<file path="config.mk">
export PLATFORM = sky130hd
export DESIGN_NAME = logic_reducer
export DESIGN_NICKNAME = d
export VERILOG_FILES = /design/src/rtl/logic_reducer_pkg.sv /design/src/rtl/logic_reducer_reduce_word.sv /design/src/rtl/logic_reducer.sv
export SDC_FILE = /design/constraint.sdc
export NUM_CORES = 1
export LEC_CHECK = 0
export ABC_CLOCK_PERIOD_IN_PS = 3500
export CAP_MARGIN = 20
export CELL_PAD_IN_SITES_DETAIL_PLACEMENT = 0
export CELL_PAD_IN_SITES_GLOBAL_PLACEMENT = 1
export CORE_ASPECT_RATIO = 0.6
export CORE_UTILIZATION = 36
export DETAILED_ROUTE_END_ITERATION = 8
export PLACE_DENSITY_LB_ADDON = 0.1
export SETUP_SLACK_MARGIN = 0.05
export SYNTH_ARGS = -nofsm -noshare
export SYNTH_HDL_FRONTEND = slang
export SYNTH_SLANG_ARGS = --single-unit
</file>
<file path="constraint.sdc">
create_clock -name clk -period 3.5 [get_ports clk]
set_input_delay 0.525 -clock clk [delete_from_list [all_inputs] [get_ports clk]]
set_output_delay 0.525 -clock clk [all_outputs]
set_load 0.02 [all_outputs]
</file>
<file path="src/rtl/logic_reducer_pkg.sv">
// Shared encodings for the logic_reducer block: operation codes, base-op
// selectors and FSM states.
package logic_reducer_pkg;

    localparam logic [2:0] OP_AND  = 3'd0;
    localparam logic [2:0] OP_OR   = 3'd1;
    localparam logic [2:0] OP_XOR  = 3'd2;
    localparam logic [2:0] OP_NAND = 3'd4;
    localparam logic [2:0] OP_NOR  = 3'd5;
    localparam logic [2:0] OP_XNOR = 3'd6;

    localparam logic [1:0] BASE_AND = 2'd0;
    localparam logic [1:0] BASE_OR  = 2'd1;
    localparam logic [1:0] BASE_XOR = 2'd2;

    typedef enum logic [1:0] {
        IDLE  = 2'd0,
        ACCUM = 2'd1,
        HOLD  = 2'd2
    } state_t;

endpackage

</file>
<file path="src/rtl/logic_reducer_reduce_word.sv">
// Combinational reduction of a WIDTH-bit word to one bit under the base op.
// The reserved base op (3) falls back to AND.
module reduce_word
    import logic_reducer_pkg::*;
#(
    parameter int WIDTH = 3
) (
    input  logic [1:0]       base_op,
    input  logic [WIDTH-1:0] data,
    output logic             result
);

    always_comb begin
        result = &data;
        case (base_op)
            BASE_OR:  result = |data;
            BASE_XOR: result = ^data;
            default:  result = &data;
        endcase
    end

endmodule

</file>
<file path="src/rtl/logic_reducer.sv">
// Handshaked multi-beat logic reducer: folds a packet of WIDTH-bit words into
// one verdict bit, with saturating beat count and overflow flag.
//
// state | meaning
// IDLE  | waiting for the first beat of a packet
// ACCUM | folding further beats into the accumulator
// HOLD  | result presented, waiting for out_ready
module logic_reducer
    import logic_reducer_pkg::*;
#(
    parameter int WIDTH     = 3,
    parameter int MAX_BEATS = 16,
    localparam int BW       = $clog2(MAX_BEATS + 1)
) (
    input  logic             clk,
    input  logic             rst_n,
    input  logic             in_valid,
    output logic             in_ready,
    input  logic [WIDTH-1:0] in_data,
    input  logic             in_last,
    input  logic [2:0]       in_op,
    output logic             out_valid,
    input  logic             out_ready,
    output logic             out_result,
    output logic [BW-1:0]    out_beats,
    output logic             out_overflow
);

    state_t          state_q, state_d;
    logic [2:0]      op_q;
    logic            acc_q;
    logic            res_q;
    logic [BW-1:0]   beats_q;
    logic            ovf_q;

    logic            first;
    logic            accept;
    logic [1:0]      base_op;
    logic            word_red;
    logic            fold_red;
    logic            acc_next;
    logic            invert;

    assign first   = (state_q == IDLE);
    assign accept  = in_valid && in_ready;
    // The op is live on the first beat and frozen in op_q afterwards.
    assign base_op = first ? in_op[1:0] : op_q[1:0];
    assign invert  = first ? in_op[2] : op_q[2];

    reduce_word #(.WIDTH(WIDTH)) u_word (
        .base_op (base_op),
        .data    (in_data),
        .result  (word_red)
    );

    // Folding the running bit with the new word's bit is itself a 2-bit reduction.
    reduce_word #(.WIDTH(2)) u_fold (
        .base_op (base_op),
        .data    ({acc_q, word_red}),
        .result  (fold_red)
    );

    assign acc_next = first ? word_red : fold_red;

    always_ff @(posedge clk or negedge rst_n) begin
        if (!rst_n) state_q <= IDLE;
        else        state_q <= state_d;
    end

    always_comb begin
        state_d   = state_q;
        in_ready  = 1'b0;
        out_valid = 1'b0;
        case (state_q)
            IDLE: begin
                in_ready = 1'b1;
                if (in_valid) state_d = in_last ? HOLD : ACCUM;
            end
            ACCUM: begin
                in_ready = 1'b1;
                if (in_valid && in_last) state_d = HOLD;
            end
            HOLD: begin
                out_valid = 1'b1;
                if (out_ready) state_d = IDLE;
            end
            default: state_d = IDLE;
        endcase
    end

    always_ff @(posedge clk or negedge rst_n) begin
        if (!rst_n) begin
            op_q    <= OP_AND;
            acc_q   <= 1'b0;
            res_q   <= 1'b0;
            beats_q <= '0;
            ovf_q   <= 1'b0;
        end else if (accept) begin
            acc_q <= acc_next;
            if (first) begin
                op_q    <= in_op;
                beats_q <= BW'(1);
                ovf_q   <= 1'b0;
            end else if (beats_q == BW'(MAX_BEATS)) begin
                ovf_q <= 1'b1;
            end else begin
                beats_q <= beats_q + BW'(1);
            end
            if (in_last) res_q <= acc_next ^ invert;
        end
    end

    assign out_result   = res_q;
    assign out_beats    = beats_q;
    assign out_overflow = ovf_q;

endmodule

</file>
==> flow_summary_export.csv <==
group,metric,value,unit
cts,cts_made_buffers,3,
timing,finalCriticalPeriod,3110,ps
yosys,syn_area_per_cell,9.67,um2
cts,clk_latency,240,ps
cts,cts_resized,0,
cells_and_area,regArea,325,um2
critical_path,reg2regPathDepth,12,
yosys,post-synth-top-count-cell,"dfrtp_1",
floorplanning,io_pins,20,
cts,cts-htree-levels,1,
floorplanning,die_y,39.2,um
global_routing,antenna_found_initial,0,
timing,worst_pin_slew,628,ps
critical_path,cp.arrival,3240,ps
yosys,synth_edf_count,0,
power_and_ir_drop,clkPwrFrac,0.217,
detailed_routing,antenna_left,0,
yosys,seq_area_frac_synth,0.391,
power_and_ir_drop,p_total,0.000617,W
global_routing,grt_max_degree,14,
job,maxCapViolCount,0,
critical_path,critical_path.max_fanout,5,
yosys,ys_top_cells_by_area,"dfrtp_1 (39%), ha_1 (12%), mux2_2 (5.4%)",
yosys,synth_area,832,um2
cells_and_area,drive_above_1_share,0.126,
timing,fin_setup_tns,0,ps
place,port_buffers,19,
power_and_ir_drop,p_comb_frac,0.437,
timing,setup_violations,0,
detailed_routing,vias,690,
run_status,status,"finished clean",
cells_and_area,finalCoreUtilization,0.515,
cts,hold_buffers,0,
floorplanning,core_area,2180,um2
cts,clk_pin_slew,60,ps
cts,post_cts_buffers,0,
cells_and_area,multi_input_area,462,um2
global_routing,grt_pass1_vias,606,
detailed_routing,drc,0,
power_and_ir_drop,p_int,0.000401,W
cts,cts_buffer_depth,2,
floorplanning,fp-row-count,13,
hold_path,hold_class,"flop to flop",
cells_and_area,nets,131,
power_and_ir_drop,seqPwrFrac,0.346,
floorplanning,die_area,2510,um2
cts,cts_sinks,13,
cells_and_area,area_growth,35.0,%
power_and_ir_drop,pwr_density_cell,549,nW/um2
cells_and_area,fill_cells,215,
place,hpwl,1430,um
yosys,ys.flop_type,"dfrtp_1",
global_routing,gr-usage-all-layers,0.174,
cts,clockRootBuffer,"clkbuf_8",
yosys,synth_commonest_cells,"dfrtp_1 (13), inv_1 (11), ha_1 (8)",
detailed_routing,wirelength,1790,um
floorplanning,initial_core_util,0.382,
cts,cts_tree,"yes",
power_and_ir_drop,power.switching,0.000216,W
detailed_routing,firstDrtPassIters,4,
critical_path,criticalPathCategory,"flop to flop",
power_and_ir_drop,ir_drop,0.229,mV
yosys,ys_warn_count,0,
cells_and_area,antenna_cells,0,
global_routing,grt_overflow_total,0,
timing,clock.fmax,321,MHz
yosys,syn-num-nets,105,
yosys,async_reset_ff_frac,1.00,
yosys,synth_top_cell_area_share,0.391,
timing,slew_headroom,0.580,
power_and_ir_drop,total_leakage_power,0.518,nW
critical_path,cp.required,3630,ps
yosys,yosysUniqueCellTypes,28,
yosys,synth_cells,86,
power_and_ir_drop,p_sw_frac,0.350,
yosys,synth-seq-cells,13,
critical_path,cp-start-kind,"flop",
place,place.gp.congestion,0.715,
detailed_routing,wl_per_cell,12.7,um
detailed_routing,drtIter0Drc,39,
timing,rsz0062_at_grt,"false",
hold_path,holdPathStages,1,
timing,hold_viol_final,0,
timing,drv_slew,0,
global_routing,grt_pass1_wl,2970,um
critical_path,endpoint_kind,"flop",
timing,finalCritPeriodShare,0.890,
floorplanning,die_w,64.1,um
yosys,yosys.area.top_type,"dfrtp_1",
timing,fin_skew,4.33,ps
detailed_routing,viasPerCell,4.89,
## power by group through the flow
stage / Combinational [W] / Clock, W / Sequential (W)
global placement: 0.000267 / 0 / 0.000214
global route: 0.000301 / 0.000145 / 0.000218
CTS: 0.000272 / 0.000138 / 0.000213
finish: 0.000270 / 0.000134 / 0.000213
floorplan: 0.000152 / 0 / 0.000229
detailed placement: 0.000269 / 0 / 0.000217
## cell type report
| cell class | instances | area share |
|---|---|---|
| multi-input combinational | 61 | 0.411 |
| sequential | 13 | 0.290 |
| timing repair buffer | 22 | 0.189 |
| clock buffer | 4 | 0.0401 |
| inverter | 11 | 0.0367 |
| tap | 30 | 0.0334 |
## placed cells by master, fill, tap and decap left out, types with 2 or more instances in the layout
cell,synthesis,final
nor2b_1,4,4
nand2_1,7,7
a21oi_1,3,3
clkdlybuf4s50_1,0,19
nor2_1,5,5
mux2_2,4,4
dfrtp_1,13,13
nand3_1,2,2
inv_1,11,11
a22o_1,2,2
buf_4,0,3
mux2i_1,3,3
clkbuf_8,0,3
nor3_1,3,3
ha_1,8,8
o21ai_0,6,6
## final timing paths
check	slack [ps]	startpoint	end
setup / recovery	390	state_q[1]	out_result
hold / removal	500	op_q[0]	op_q[0]
setup reg to reg	390	state_q[1]	out_result
hold reg to reg	500	op_q[0]	op_q[0]
max in group asynchronous	2420	rst_n	out_beats[0]
min in group asynchronous	670	rst_n	acc_q
## state kept, by name, indices dropped and copies added (netlist names)
register,flops
out_overflow,1
out_result,1
op_q,3
state_q,2
acc_q,1
out_beats,5
## worst max-delay path: stages, from the launching register on
cell and delay [ps]:
dfrtp_1 430, nor2_2 220, mux2_2 380, ha_1 330, mux2_4 320, nand2_1 70, o21ai_0 120, inv_1 80
ha_1 210, a221oi_1 280, nor3_1 110, o21a_1 180, o31a_1 270
## routing by layer
layer  share of wire  vias up  GRT usage
li1                -      349          -
met1            0.55      319      0.237
met2            0.37       20      0.237
met3           0.070        2     0.0735
met4          0.0073        0     0.0682
met5               0        -          0
## metrics by stage
stage	cell area [um2]	std cells	setup WS, ps	hold WS, ps
after floorplan	832	86	486	229
after global placement	1080	137	228	488
after detailed placement	1080	137	179	493
after CTS	1120	141	356	504
after global routing	1120	141	109	523
final	1120	141	387	503
## cell families after synthesis
group | share of synthesized area
AO/OA/AOI/OAI | 0.152
XOR/XNOR | 0.0105
flip-flops | 0.391
AND/OR/NAND/NOR | 0.164
adder cells (fa/ha/maj) | 0.120
buffers and inverters | 0.0541
multiplexers | 0.108
Note: power is estimated with default switching activity, not from simulation.
